File: config.mk
export PLATFORM = sky130hd
export DESIGN_NAME = ni_eject_port
export DESIGN_NICKNAME = d
export VERILOG_FILES = /design/src/rtl/ni_pkg.sv /design/src/rtl/ni_sync_fifo.sv /design/src/rtl/ni_eject_port.sv
export SDC_FILE = /design/constraint.sdc
export NUM_CORES = 1
export LEC_CHECK = 0
export ABC_AREA = 1
export BUFFER_PORTS_ARGS = -buffer_cell sky130_fd_sc_hd__buf_2
export CAP_MARGIN = 30
export CORE_ASPECT_RATIO = 0.5
export CORE_MARGIN = 4
export CORE_UTILIZATION = 45
export DETAILED_ROUTE_END_ITERATION = 6
export GPL_TIMING_DRIVEN = 0
export PLACE_DENSITY = 0.73
export RECOVER_POWER = 25
export SYNTH_ARGS = -nofsm -noshare
export SYNTH_HDL_FRONTEND = slang
export SYNTH_SLANG_ARGS = --single-unit
File: constraint.sdc
create_clock -name clk -period 2.5 [get_ports clk]
set_input_delay 0.25 -clock clk [delete_from_list [all_inputs] [get_ports clk]]
set_output_delay 0.25 -clock clk [all_outputs]
set_load 0.005 [all_outputs]
File: src/rtl/ni_pkg.sv
// Shared definitions for the network-interface eject path.
// Holds flit geometry, the head codes the eject port accepts, the flit
// payload struct and a helper that classifies a head code.
package ni_pkg;

  localparam int unsigned FLIT_W    = 16;
  localparam int unsigned HEAD_MSB  = 15;
  localparam int unsigned HEAD_LSB  = 13;
  localparam int unsigned HEAD_W    = HEAD_MSB - HEAD_LSB + 1;
  localparam int unsigned PAYLOAD_W = FLIT_W - HEAD_W;

  localparam logic [HEAD_W-1:0] HEAD_PRIO = 3'b001;
  localparam logic [HEAD_W-1:0] HEAD_REG  = 3'b000;

  // Flit as seen on the router link: head code in the top bits.
  typedef struct packed {
    logic [HEAD_W-1:0]    head;
    logic [PAYLOAD_W-1:0] payload;
  } flit_t;

  // Only priority and regular flits are delivered to the core.
  function automatic logic head_is_kept(input logic [HEAD_W-1:0] head);
    return (head == HEAD_PRIO) || (head == HEAD_REG);
  endfunction

endpackage

File: src/rtl/ni_sync_fifo.sv
// Synchronous FIFO with zero-latency read of the head entry.
// Ports:
//   clk, rst_n          clock, asynchronous active-low reset
//   wr_en, wr_data      push request and data (ignored when full)
//   rd_en               pop request (ignored when empty)
//   rd_data             head entry, forced to 0 when empty
//   full, empty         decoded from the registered occupancy
// DEPTH must be a power of two so the pointers wrap by natural overflow.
module ni_sync_fifo #(
  parameter int unsigned WIDTH = 16,
  parameter int unsigned DEPTH = 4
) (
  input  logic             clk,
  input  logic             rst_n,
  input  logic             wr_en,
  input  logic [WIDTH-1:0] wr_data,
  input  logic             rd_en,
  output logic [WIDTH-1:0] rd_data,
  output logic             full,
  output logic             empty
);

  localparam int unsigned ADDR_W = (DEPTH > 1) ? $clog2(DEPTH) : 1;
  localparam int unsigned OCC_W  = ADDR_W + 1;

  logic [WIDTH-1:0]  mem [DEPTH];
  logic [ADDR_W-1:0] wr_ptr;
  logic [ADDR_W-1:0] rd_ptr;
  logic [OCC_W-1:0]  occ;
  logic              do_wr;
  logic              do_rd;

  assign full  = (occ == OCC_W'(DEPTH));
  assign empty = (occ == '0);
  assign do_wr = wr_en && !full;
  assign do_rd = rd_en && !empty;

  // Pointers and occupancy; a simultaneous push and pop leaves occ unchanged.
  always_ff @(posedge clk or negedge rst_n) begin
    if (!rst_n) begin
      wr_ptr <= '0;
      rd_ptr <= '0;
      occ    <= '0;
    end else begin
      if (do_wr) wr_ptr <= wr_ptr + ADDR_W'(1);
      if (do_rd) rd_ptr <= rd_ptr + ADDR_W'(1);
      case ({do_wr, do_rd})
        2'b10:   occ <= occ + OCC_W'(1);
        2'b01:   occ <= occ - OCC_W'(1);
        default: occ <= occ;
      endcase
    end
  end

  // Storage needs no reset: entries are only visible while occupied.
  always_ff @(posedge clk) begin
    if (do_wr) mem[wr_ptr] <= wr_data;
  end

  assign rd_data = empty ? '0 : mem[rd_ptr];

endmodule

File: src/rtl/ni_eject_port.sv
// Eject port of a network interface: accepts flits from the router,
// discards flits whose head code is neither priority nor regular, buffers
// the rest in order and presents them to the local core.
// Ports:
//   clk, rst                  clock, asynchronous active-low reset
//   in_req, in_data           router flit offer
//   in_bussy                  buffer full, router must hold its flit
//   core_valid, core_data     oldest buffered flit
//   core_prio                 head of core_data is the priority code
//   core_ready                core accepts core_data this cycle
//   prio_cnt, reg_cnt         saturating counts of buffered prio/regular flits
//   drop_cnt                  saturating count of discarded flits
// Build option: define NI_EJECT_STATS_EN to implement the three counters;
// otherwise they read as 0 and no counter state exists.
module ni_eject_port
  import ni_pkg::*;
#(
  parameter int unsigned DEPTH = 4,
  parameter int unsigned CNT_W = 8
) (
  input  logic              clk,
  input  logic              rst,
  input  logic              in_req,
  input  logic [FLIT_W-1:0] in_data,
  output logic              in_bussy,
  output logic              core_valid,
  output logic [FLIT_W-1:0] core_data,
  output logic              core_prio,
  input  logic              core_ready,
  output logic [CNT_W-1:0]  prio_cnt,
  output logic [CNT_W-1:0]  reg_cnt,
  output logic [CNT_W-1:0]  drop_cnt
);

  logic [1:0]  rst_sync;
  logic        rst_n_int;
  flit_t       in_flit;
  flit_t       out_flit;
  logic        fifo_full;
  logic        fifo_empty;
  logic        in_xfer;
  logic        keep;
  logic        wr_en;
  logic [FLIT_W-1:0] rd_data;

  // Reset asserts immediately, releases two clock edges after rst rises.
  always_ff @(posedge clk or negedge rst) begin
    if (!rst) rst_sync <= '0;
    else      rst_sync <= {rst_sync[0], 1'b1};
  end
  assign rst_n_int = rst_sync[1];

  assign in_flit  = flit_t'(in_data);
  assign in_xfer  = in_req && !in_bussy;
  assign keep     = head_is_kept(in_flit.head);
  assign wr_en    = in_xfer && keep;

  ni_sync_fifo #(
    .WIDTH (FLIT_W),
    .DEPTH (DEPTH)
  ) u_fifo (
    .clk     (clk),
    .rst_n   (rst_n_int),
    .wr_en   (wr_en),
    .wr_data (in_data),
    .rd_en   (core_ready),
    .rd_data (rd_data),
    .full    (fifo_full),
    .empty   (fifo_empty)
  );

  assign in_bussy   = fifo_full;
  assign core_valid = !fifo_empty;
  assign core_data  = rd_data;
  assign out_flit   = flit_t'(rd_data);
  assign core_prio  = core_valid && (out_flit.head == HEAD_PRIO);

`ifdef NI_EJECT_STATS_EN
  logic inc_prio;
  logic inc_reg;
  logic inc_drop;

  assign inc_prio = wr_en && (in_flit.head == HEAD_PRIO);
  assign inc_reg  = wr_en && (in_flit.head == HEAD_REG);
  assign inc_drop = in_xfer && !keep;

  // Saturating statistics counters.
  always_ff @(posedge clk or negedge rst_n_int) begin
    if (!rst_n_int) begin
      prio_cnt <= '0;
      reg_cnt  <= '0;
      drop_cnt <= '0;
    end else begin
      if (inc_prio && (prio_cnt != '1)) prio_cnt <= prio_cnt + CNT_W'(1);
      if (inc_reg  && (reg_cnt  != '1)) reg_cnt  <= reg_cnt  + CNT_W'(1);
      if (inc_drop && (drop_cnt != '1)) drop_cnt <= drop_cnt + CNT_W'(1);
    end
  end
`else
  assign prio_cnt = '0;
  assign reg_cnt  = '0;
  assign drop_cnt = '0;
`endif

endmodule

==> results of run 1 <==
worst max-delay path by stage:
stage | start | to | slack [ns]
2_1_floorplan | u_fifo.occ[0] | u_fifo.mem[0][0] | 0.74
3_3_place_gp | in_data[14] | u_fifo.mem[2][0] | 0.10
3_5_place_dp | u_fifo.occ[0] | u_fifo.occ[2] | 0.53
4_1_cts | u_fifo.occ[0] | u_fifo.occ[2] | 0.50
5_1_grt | u_fifo.occ[0] | u_fifo.occ[2] | 0.36
6_report | u_fifo.occ[0] | u_fifo.occ[2] | 0.49
worst max-delay path: stages, from the launching register on:
cell	delay (ns)
sky130_fd_sc_hd__dfrtp_1	0.39
sky130_fd_sc_hd__inv_1	0.13
sky130_fd_sc_hd__nand3_1	0.16
sky130_fd_sc_hd__nand2_2	0.22
sky130_fd_sc_hd__ha_1	0.21
sky130_fd_sc_hd__inv_1	0.07
sky130_fd_sc_hd__fa_1	0.38
sky130_fd_sc_hd__inv_1	0.07
sky130_fd_sc_hd__nand2_1	0.05
sky130_fd_sc_hd__nand3b_1	0.09
sky130_fd_sc_hd__xor2_1	0.16
cells in the mapped netlist:
master                      n  area share
sky130_fd_sc_hd__inv_1     20       0.023
sky130_fd_sc_hd__dfrtp_1    9       0.069
sky130_fd_sc_hd__conb_1     2      0.0023
sky130_fd_sc_hd__edfxtp_1  64        0.59
sky130_fd_sc_hd__buf_2      2      0.0031
sky130_fd_sc_hd__ha_1       5       0.019
sky130_fd_sc_hd__inv_4      1      0.0019
sky130_fd_sc_hd__nor2_1    34       0.039
sky130_fd_sc_hd__nand3_1    8       0.012
sky130_fd_sc_hd__nand3b_1   1      0.0023
sky130_fd_sc_hd__nand2_1   77       0.089
sky130_fd_sc_hd__fa_1       1      0.0061
sky130_fd_sc_hd__nand3_2    1      0.0031
sky130_fd_sc_hd__o21ai_0    2      0.0031
sky130_fd_sc_hd__a21oi_1   13       0.020
sky130_fd_sc_hd__xnor2_1    2      0.0054
sky130_fd_sc_hd__o21ai_1   13       0.020
sky130_fd_sc_hd__nand2_2    1      0.0019
sky130_fd_sc_hd__inv_2      1      0.0012
sky130_fd_sc_hd__xor2_1     3      0.0081
sky130_fd_sc_hd__buf_6      4       0.014
sky130_fd_sc_hd__buf_4     29       0.067
cell usage in the layout (no fill, tap or decap):
cell,count
sky130_fd_sc_hd__dlygate4sd3_1,1
sky130_fd_sc_hd__inv_2,1
sky130_fd_sc_hd__clkinv_4,1
sky130_fd_sc_hd__clkinvlp_4,2
sky130_fd_sc_hd__xnor2_1,2
sky130_fd_sc_hd__nor2_1,30
sky130_fd_sc_hd__clkbuf_16,9
sky130_fd_sc_hd__ha_1,5
sky130_fd_sc_hd__nand3_2,1
sky130_fd_sc_hd__nor2_2,4
sky130_fd_sc_hd__edfxtp_1,64
sky130_fd_sc_hd__dfrtp_1,9
sky130_fd_sc_hd__nand3_1,8
sky130_fd_sc_hd__o21ai_1,13
sky130_fd_sc_hd__buf_8,3
sky130_fd_sc_hd__fa_1,1
sky130_fd_sc_hd__nand2_1,77
sky130_fd_sc_hd__inv_1,20
sky130_fd_sc_hd__xor2_1,3
sky130_fd_sc_hd__buf_4,29
sky130_fd_sc_hd__o21ai_0,2
sky130_fd_sc_hd__buf_6,4
sky130_fd_sc_hd__inv_6,4
sky130_fd_sc_hd__a21oi_1,13
sky130_fd_sc_hd__nand3b_1,1
sky130_fd_sc_hd__conb_1,25
sky130_fd_sc_hd__nand2_2,1
sky130_fd_sc_hd__inv_4,1
sky130_fd_sc_hd__buf_2,29
sky130_fd_sc_hd__clkbuf_1,11
power breakdown:
part / internal [uW] / total [uW] / leakage [uW] / switching (uW)
clock: 686 / 1200 / 0.000133 / 513
sequential: 1450 / 1510 / 0.000684 / 61.9
combinational: 626 / 1590 / 0.000919 / 968
total: 2760 / 4300 / 0.00174 / 1540
sequential cells by signal, summed over array words and instances (netlist names):
signal and count:
u_fifo.mem 64, u_fifo.occ 3, u_fifo.rd_ptr 2, rst_sync 2, u_fifo.wr_ptr 2
logic make-up (layout without fill, tap and decap cells):
kind of cell | Yosys count | in the layout | synth area share
DFF | 73 | 73 | 0.659
xor gates and xnor gates | 5 | 5 | 0.0134
AOI/OAI and AO/OA | 28 | 28 | 0.0430
adders and majority gates | 6 | 6 | 0.0253
buffers and inverters | 57 | 115 | 0.110
and+or+nand+nor | 122 | 122 | 0.147
other | 2 | 25 | 0.00230
layout make-up:
| cell class | count | area [um2] | share of cell area |
|---|---|---|---|
| timing repair buffer | 42 | 231 | 0.0581 |
| multi-input combinational | 186 | 851 | 0.213 |
| inverter | 22 | 85.1 | 0.0213 |
| buffer | 35 | 273 | 0.0684 |
| clock buffer | 9 | 225 | 0.0565 |
| clock inverter | 7 | 58.8 | 0.0148 |
| tap | 92 | 115 | 0.0289 |
| sequential | 73 | 2150 | 0.539 |
routing by layer:
| metal | share of wire | vias to the layer above | GRT usage |
|---|---|---|---|
| met4 | 0.014 | 0 | 0.0661 |
| met3 | 0.10 | 13 | 0.0546 |
| li1 | - | 1066 | - |
| met5 | 0 | - | 0 |
| met2 | 0.51 | 105 | 0.294 |
| met1 | 0.37 | 993 | 0.179 |
through the flow:
step,utilization,cell area [um2],setup WS (ns),total power (uW)
6_report,0.581,3990,0.491,4300
3_3_place_gp,0.532,3650,0.104,3020
2_1_floorplan,-,3350,0.743,2540
4_1_cts,0.583,4000,0.495,4320
5_1_grt,0.581,3990,0.361,4550
3_5_place_dp,0.540,3710,0.528,3110
==> flow_metrics.env, run 1 <==
export IMPL_cts_made_buffers=9
export IMPL_tritoncts="yes"
export IMPL_power_leakage_uw=0.00174
export IMPL_r2r_worst_path_cells=10
export IMPL_gr_total_overflow=0
export IMPL_finalWeightedCongestion=0.755
export IMPL_placed_cells=449
export IMPL_finalHoldViolations=0
export IMPL_relSlewSlack=0.360
export IMPL_route_detailed_drc=0
export IMPL_report_final_setup_viol=0
export IMPL_cts_resized=0
export IMPL_clock_tree_root_cell="sky130_fd_sc_hd__clkbuf_16"
export IMPL_drt_total_wl_um=6870
export IMPL_final_nets=395
export IMPL_clock_tree_buffer_depth=2
export IMPL_core_region_area_um2=6860
export IMPL_status="finished clean"
export IMPL_r2r_path_end="u_fifo.occ[2]"
export IMPL_final_cycle_share=0.803
export IMPL_grt_pass1_vias=2084
export IMPL_post_cts_repair_setup_buffers=0
export IMPL_layout_area_overhead_vs_synth_pct=22.3
export IMPL_dr_pass1_iters=4
export IMPL_wire_per_inst_um=14.7
export IMPL_synth_lib_cells_used_distinct=22
export IMPL_yosysSeqAreaShare=0.659
export IMPL_synth_seq_cells=73
export IMPL_synthesis_instances=293
export IMPL_critPathCaptureType="register"
export IMPL_grt_pass1_wl_um=10100
export IMPL_timing_hold_ws_ns=0.135
export IMPL_clock_network_latency_to_the_later_pin_of_the_worst_skew_pair_ns=0.34
export IMPL_die_w_um=128
export IMPL_min_period_ns=2.01
export IMPL_dr_first_iter_drc_count=177
export IMPL_io_buffer_count=38
export IMPL_dr_total_vias=2177
export IMPL_largest_net_degree_at_the_start_of_global_routing=17
export IMPL_die_y_um=68.2
export IMPL_rrSetupSlack_ns=0.49
export IMPL_global_route_usage_total=0.162
export IMPL_ys_warnings_count=0
export IMPL_cap_viol_max_count=0
export IMPL_post_dp_hpwl_um=4480
export IMPL_slew_at_the_pin_closest_to_its_max_slew_limit_ns=0.959
export IMPL_fp_dieArea_um2=8750
export IMPL_hold_buffers=1
export IMPL_max_slew_vio_count=0
export IMPL_num_fill_cells=572
export IMPL_clock_fmax_ghz=0.498
export IMPL_ios=63
export IMPL_synthesis_area_um2=3260
export IMPL_skew_ns=0.00688
export IMPL_cts_reportedPaths_clkPinSlew_ns=0.06
export IMPL_via_per_inst=4.67
export IMPL_final_cell_count_no_fill=466
export IMPL_rr_startpoint="u_fifo.occ[0]"
export IMPL_fraction_of_final_layout_cells_sized_beyond_drive_strength_1=0.238
export IMPL_largest_voltage_drop_on_the_vdd_net_uv=445
export IMPL_critPathArrivalTime_ns=2.26
export IMPL_critPathLaunchType="register"
export IMPL_syn_area_per_cell_um2=11.1
export IMPL_antenna_violations_before_repair=0
export IMPL_insertedDiodeCount=0
export IMPL_critical_path_class="reg -> reg"
export IMPL_floorplan_initialDensity=0.475
export IMPL_grt_setup_unrepaired="false"
export IMPL_timing_setup_tns_ns=0
export IMPL_htree_num_levels=3
export IMPL_worst_hold_path_type="reg -> async"
export IMPL_critical_path_required_ns=2.75
export IMPL_drt_antenna_violating_nets=0
export IMPL_crit_path_max_fanout=7
export IMPL_power_density_cell_area_nw_per_um2=1080
export IMPL_num_rows=21
export IMPL_number_of_sinks_driven_by_the_clock_tree=73
Power figures use the tool's default switching activity.
==> run 2: changes to the inputs <==
--- a/config.mk
+++ b/config.mk
@@ -13,7 +13,7 @@
 export CORE_UTILIZATION = 45
 export DETAILED_ROUTE_END_ITERATION = 6
 export GPL_TIMING_DRIVEN = 0
-export PLACE_DENSITY = 0.73
+export PLACE_DENSITY = 0.76
 export RECOVER_POWER = 25
 export SYNTH_ARGS = -nofsm -noshare
 export SYNTH_HDL_FRONTEND = slang
==> constraint.sdc (replaced) <==
create_clock -name clk -period 1.65 [get_ports clk]
set_input_delay 0.165 -clock clk [delete_from_list [all_inputs] [get_ports clk]]
set_output_delay 0.165 -clock clk [all_outputs]
set_load 0.005 [all_outputs]
==> run 2 against run 1 <==
  * The flow now finishes with violations (setup timing)
  * Utilization rose by 8.7 points
  * Via count rose by 12%
  * Global-route usage rose by 2.2 points
  * Sequential share of layout area shrank 7.0 points
  * Worst hold slack lost 0.079 ns
  * Final cell count is 5.2% higher
  * Critical path type is now reg -> out
  * Critical endpoint is now core_prio
  * Largest power group unchanged
==> flow_metrics.env, run 2 (synthesis results as in run 1) <==
export IMPL_status="finished, violations left"
export IMPL_failing_checks="setup timing"
export IMPL_dr_total_vias=2436
export IMPL_critPathCaptureType="output pin"
export IMPL_num_rows=21
export IMPL_wire_per_inst_um=17.6
export IMPL_finalWeightedCongestion=0.748
export IMPL_floorplan_initialDensity=0.475
export IMPL_top_regs="u_fifo.mem (64), u_fifo.occ (3)"
export IMPL_skew_ns=0.00436
export IMPL_cp_startpoint="u_fifo.rd_ptr[0]"
export IMPL_placedInstanceArea_um2=3730
export IMPL_rrSetupSlack_ns=-0.06
export IMPL_rr_startpoint="u_fifo.occ[1]"
export IMPL_clock_fmax_ghz=0.562
export IMPL_cap_viol_max_count=0
export IMPL_worst_path_most_repeated_cell="sky130_fd_sc_hd__nand2_2"
export IMPL_crit_path_cell_trace="buf_6 > clkinv_8 > buf_16 > nand2_2 > nand3_2 > nand2_2 > nand2_2 > nor2_1 > buf_2"
export IMPL_io_buffer_count=38
export IMPL_post_dp_hpwl_um=4490
export IMPL_critPathLaunchType="register"
export IMPL_largest_register_ffs=64
export IMPL_max_slew_vio_count=0
export IMPL_r2r_worst_path_cells=9
export IMPL_route_detailed_drc=0
export IMPL_grt_setup_unrepaired="true"
export IMPL_largest_net_degree_at_the_start_of_global_routing=17
export IMPL_clock_tree_buffer_depth=2
export IMPL_drt_total_wl_um=8610
export IMPL_number_of_sinks_driven_by_the_clock_tree=73
export IMPL_insertedDiodeCount=0
export IMPL_fin_area_um2=4580
export IMPL_power_leakage_uw=0.00197
export IMPL_antenna_violations_before_repair=0
export IMPL_layout_area_overhead_vs_synth_pct=40.7
export IMPL_finalHoldViolations=0
export IMPL_critical_path_class="reg -> out"
export IMPL_crit_path_max_incr_delay_ns=0.35
export IMPL_fp_dieArea_um2=8750
export IMPL_clock_tree_root_cell="sky130_fd_sc_hd__clkbuf_16"
export IMPL_report_final_setup_viol=22
export IMPL_grt_pass1_wl_um=11600
export IMPL_critPathArrivalTime_ns=1.62
export IMPL_worst_hold_path_type="in -> reg"
export IMPL_depth_of_the_critical_timing_path_with_buffers_and_inverters_included=9
export IMPL_largest_voltage_drop_on_the_vdd_net_uv=1020
export IMPL_power_density_cell_area_nw_per_um2=1770
export IMPL_final_nets=419
export IMPL_via_per_inst=4.97
export IMPL_htree_num_levels=3
export IMPL_core_region_area_um2=6860
export IMPL_grt_pass1_vias=2293
export IMPL_critPathBufInv=4
export IMPL_min_period_ns=1.78
export IMPL_ios=63
export IMPL_global_route_usage_total=0.184
export IMPL_clock_network_latency_to_the_later_pin_of_the_worst_skew_pair_ns=0.33
export IMPL_timing_critical_path_slowest_stage_cell="sky130_fd_sc_hd__dfrtp_1"
export IMPL_fraction_of_final_layout_cells_sized_beyond_drive_strength_1=0.415
export IMPL_cts_reportedPaths_clkPinSlew_ns=0.06
export IMPL_dr_first_iter_drc_count=226
export IMPL_crit_path_max_fanout=6
export IMPL_dr_pass1_iters=5
export IMPL_critical_path_top_delay_family="buffers and inverters"
export IMPL_commonest_non_fill_non_tap_cells_in_the_layout="sky130_fd_sc_hd__edfxtp_1 (64), sky130_fd_sc_hd__nand2_1 (53), sky130_fd_sc_hd__buf_4 (40)"
export IMPL_gr_total_overflow=0
export IMPL_r2r_path_end="u_fifo.occ[2]"
export IMPL_critical_path_endpoint="core_prio"
export IMPL_critical_path_required_ns=1.48
export IMPL_die_w_um=128
export IMPL_final_cycle_share=1.08
export IMPL_report_power_total_uw=8100
export IMPL_cts_made_buffers=9
export IMPL_drt_antenna_violating_nets=0
export IMPL_timing_final_ws_setup_ns=-0.130
export IMPL_die_y_um=68.2
export IMPL_layout_cells_most_common="sky130_fd_sc_hd__edfxtp_1"
export IMPL_tritoncts="yes"
export IMPL_regMostFlops="u_fifo.mem"
## run 2: cell types whose count changed in the layout (fill, tap and decap cells not counted), sizes merged
| cell | before | now |
|---|---|---|
| clkbuf | 20 | 19 |
| buf | 65 | 90 |
| inv | 26 | 22 |
| bufinv | 0 | 2 |
| clkinv | 1 | 4 |
| clkinvlp | 2 | 1 |
## run 2: cell type report
cell class	count	area, um2
Fill cell	452	2270
Sequential cell	73	2150
Multi-Input combinational cell	186	1070
Timing Repair Buffer	66	499
Buffer	35	330
Clock buffer	9	225
Tap cell	92	115
Inverter	22	100
Clock inverter	7	93.8
## run 2: how the worst min path moves through the flow
stage	to	slack, ns	startpoint	cells after the start
final	u_fifo.mem[0][2]	0.06	in_data[2]	1
after global routing	u_fifo.mem[0][6]	0.05	in_data[6]	1
after CTS	u_fifo.mem[1][11]	0.04	in_data[11]	1
after detailed placement	rst_sync[0]	-0.05	rst	1
after global placement	rst_sync[0]	-0.05	rst	1
after floorplan	rst_sync[0]	-0.13	rst	0
## run 2: layer usage
| layer | part of all wire | GRT usage | wire length [um] |
|---|---|---|---|
| met1 | 0.36 | 0.212 | 3080 |
| met2 | 0.52 | 0.334 | 4470 |
| met3 | 0.092 | 0.0530 | 789 |
| met4 | 0.031 | 0.0648 | 265 |
| met5 | 0 | 0 | 0 |
## run 2: timing repair
action | in CTS | in global routing
gates resized for setup | 37 | 49
hold buffers | 1 | 0
gates cloned | 2 | 1
pin swaps | 10 | 28
setup buffers | 11 | 11
hold endpoints to repair | 2 | 0
setup endpoints to repair | 33 | 55
## run 2: power breakdown
part | internal [uW] | switching [uW]
Clock | 1320 | 737
Combinational | 1720 | 2030
Sequential | 2200 | 97.7
## run 2: worst register-to-register path, stage by stage (launching register included)
cell	delay, ns
sky130_fd_sc_hd__dfrtp_1	0.39
sky130_fd_sc_hd__inv_2	0.12
sky130_fd_sc_hd__nand3_4	0.12
sky130_fd_sc_hd__nand2_8	0.09
sky130_fd_sc_hd__ha_4	0.15
sky130_fd_sc_hd__inv_4	0.04
sky130_fd_sc_hd__fa_2	0.35
sky130_fd_sc_hd__nand2_1	0.07
sky130_fd_sc_hd__nand3b_1	0.09
sky130_fd_sc_hd__xor2_1	0.16
## run 2: stage by stage
step	TNS, ns	hold WS (ns)	std cells	utilization	worst slack, ns
2_1_floorplan	-4.82	-0.131	316	-	-0.103
3_3_place_gp	-43.53	-0.0496	446	0.535	-0.692
3_5_place_dp	-4.07	-0.0462	449	0.543	-0.232
4_1_cts	-0.166	0.0440	479	0.629	-0.0647
5_1_grt	-2.60	0.0550	490	0.668	-0.171
6_report	-0.727	0.0559	490	0.668	-0.130
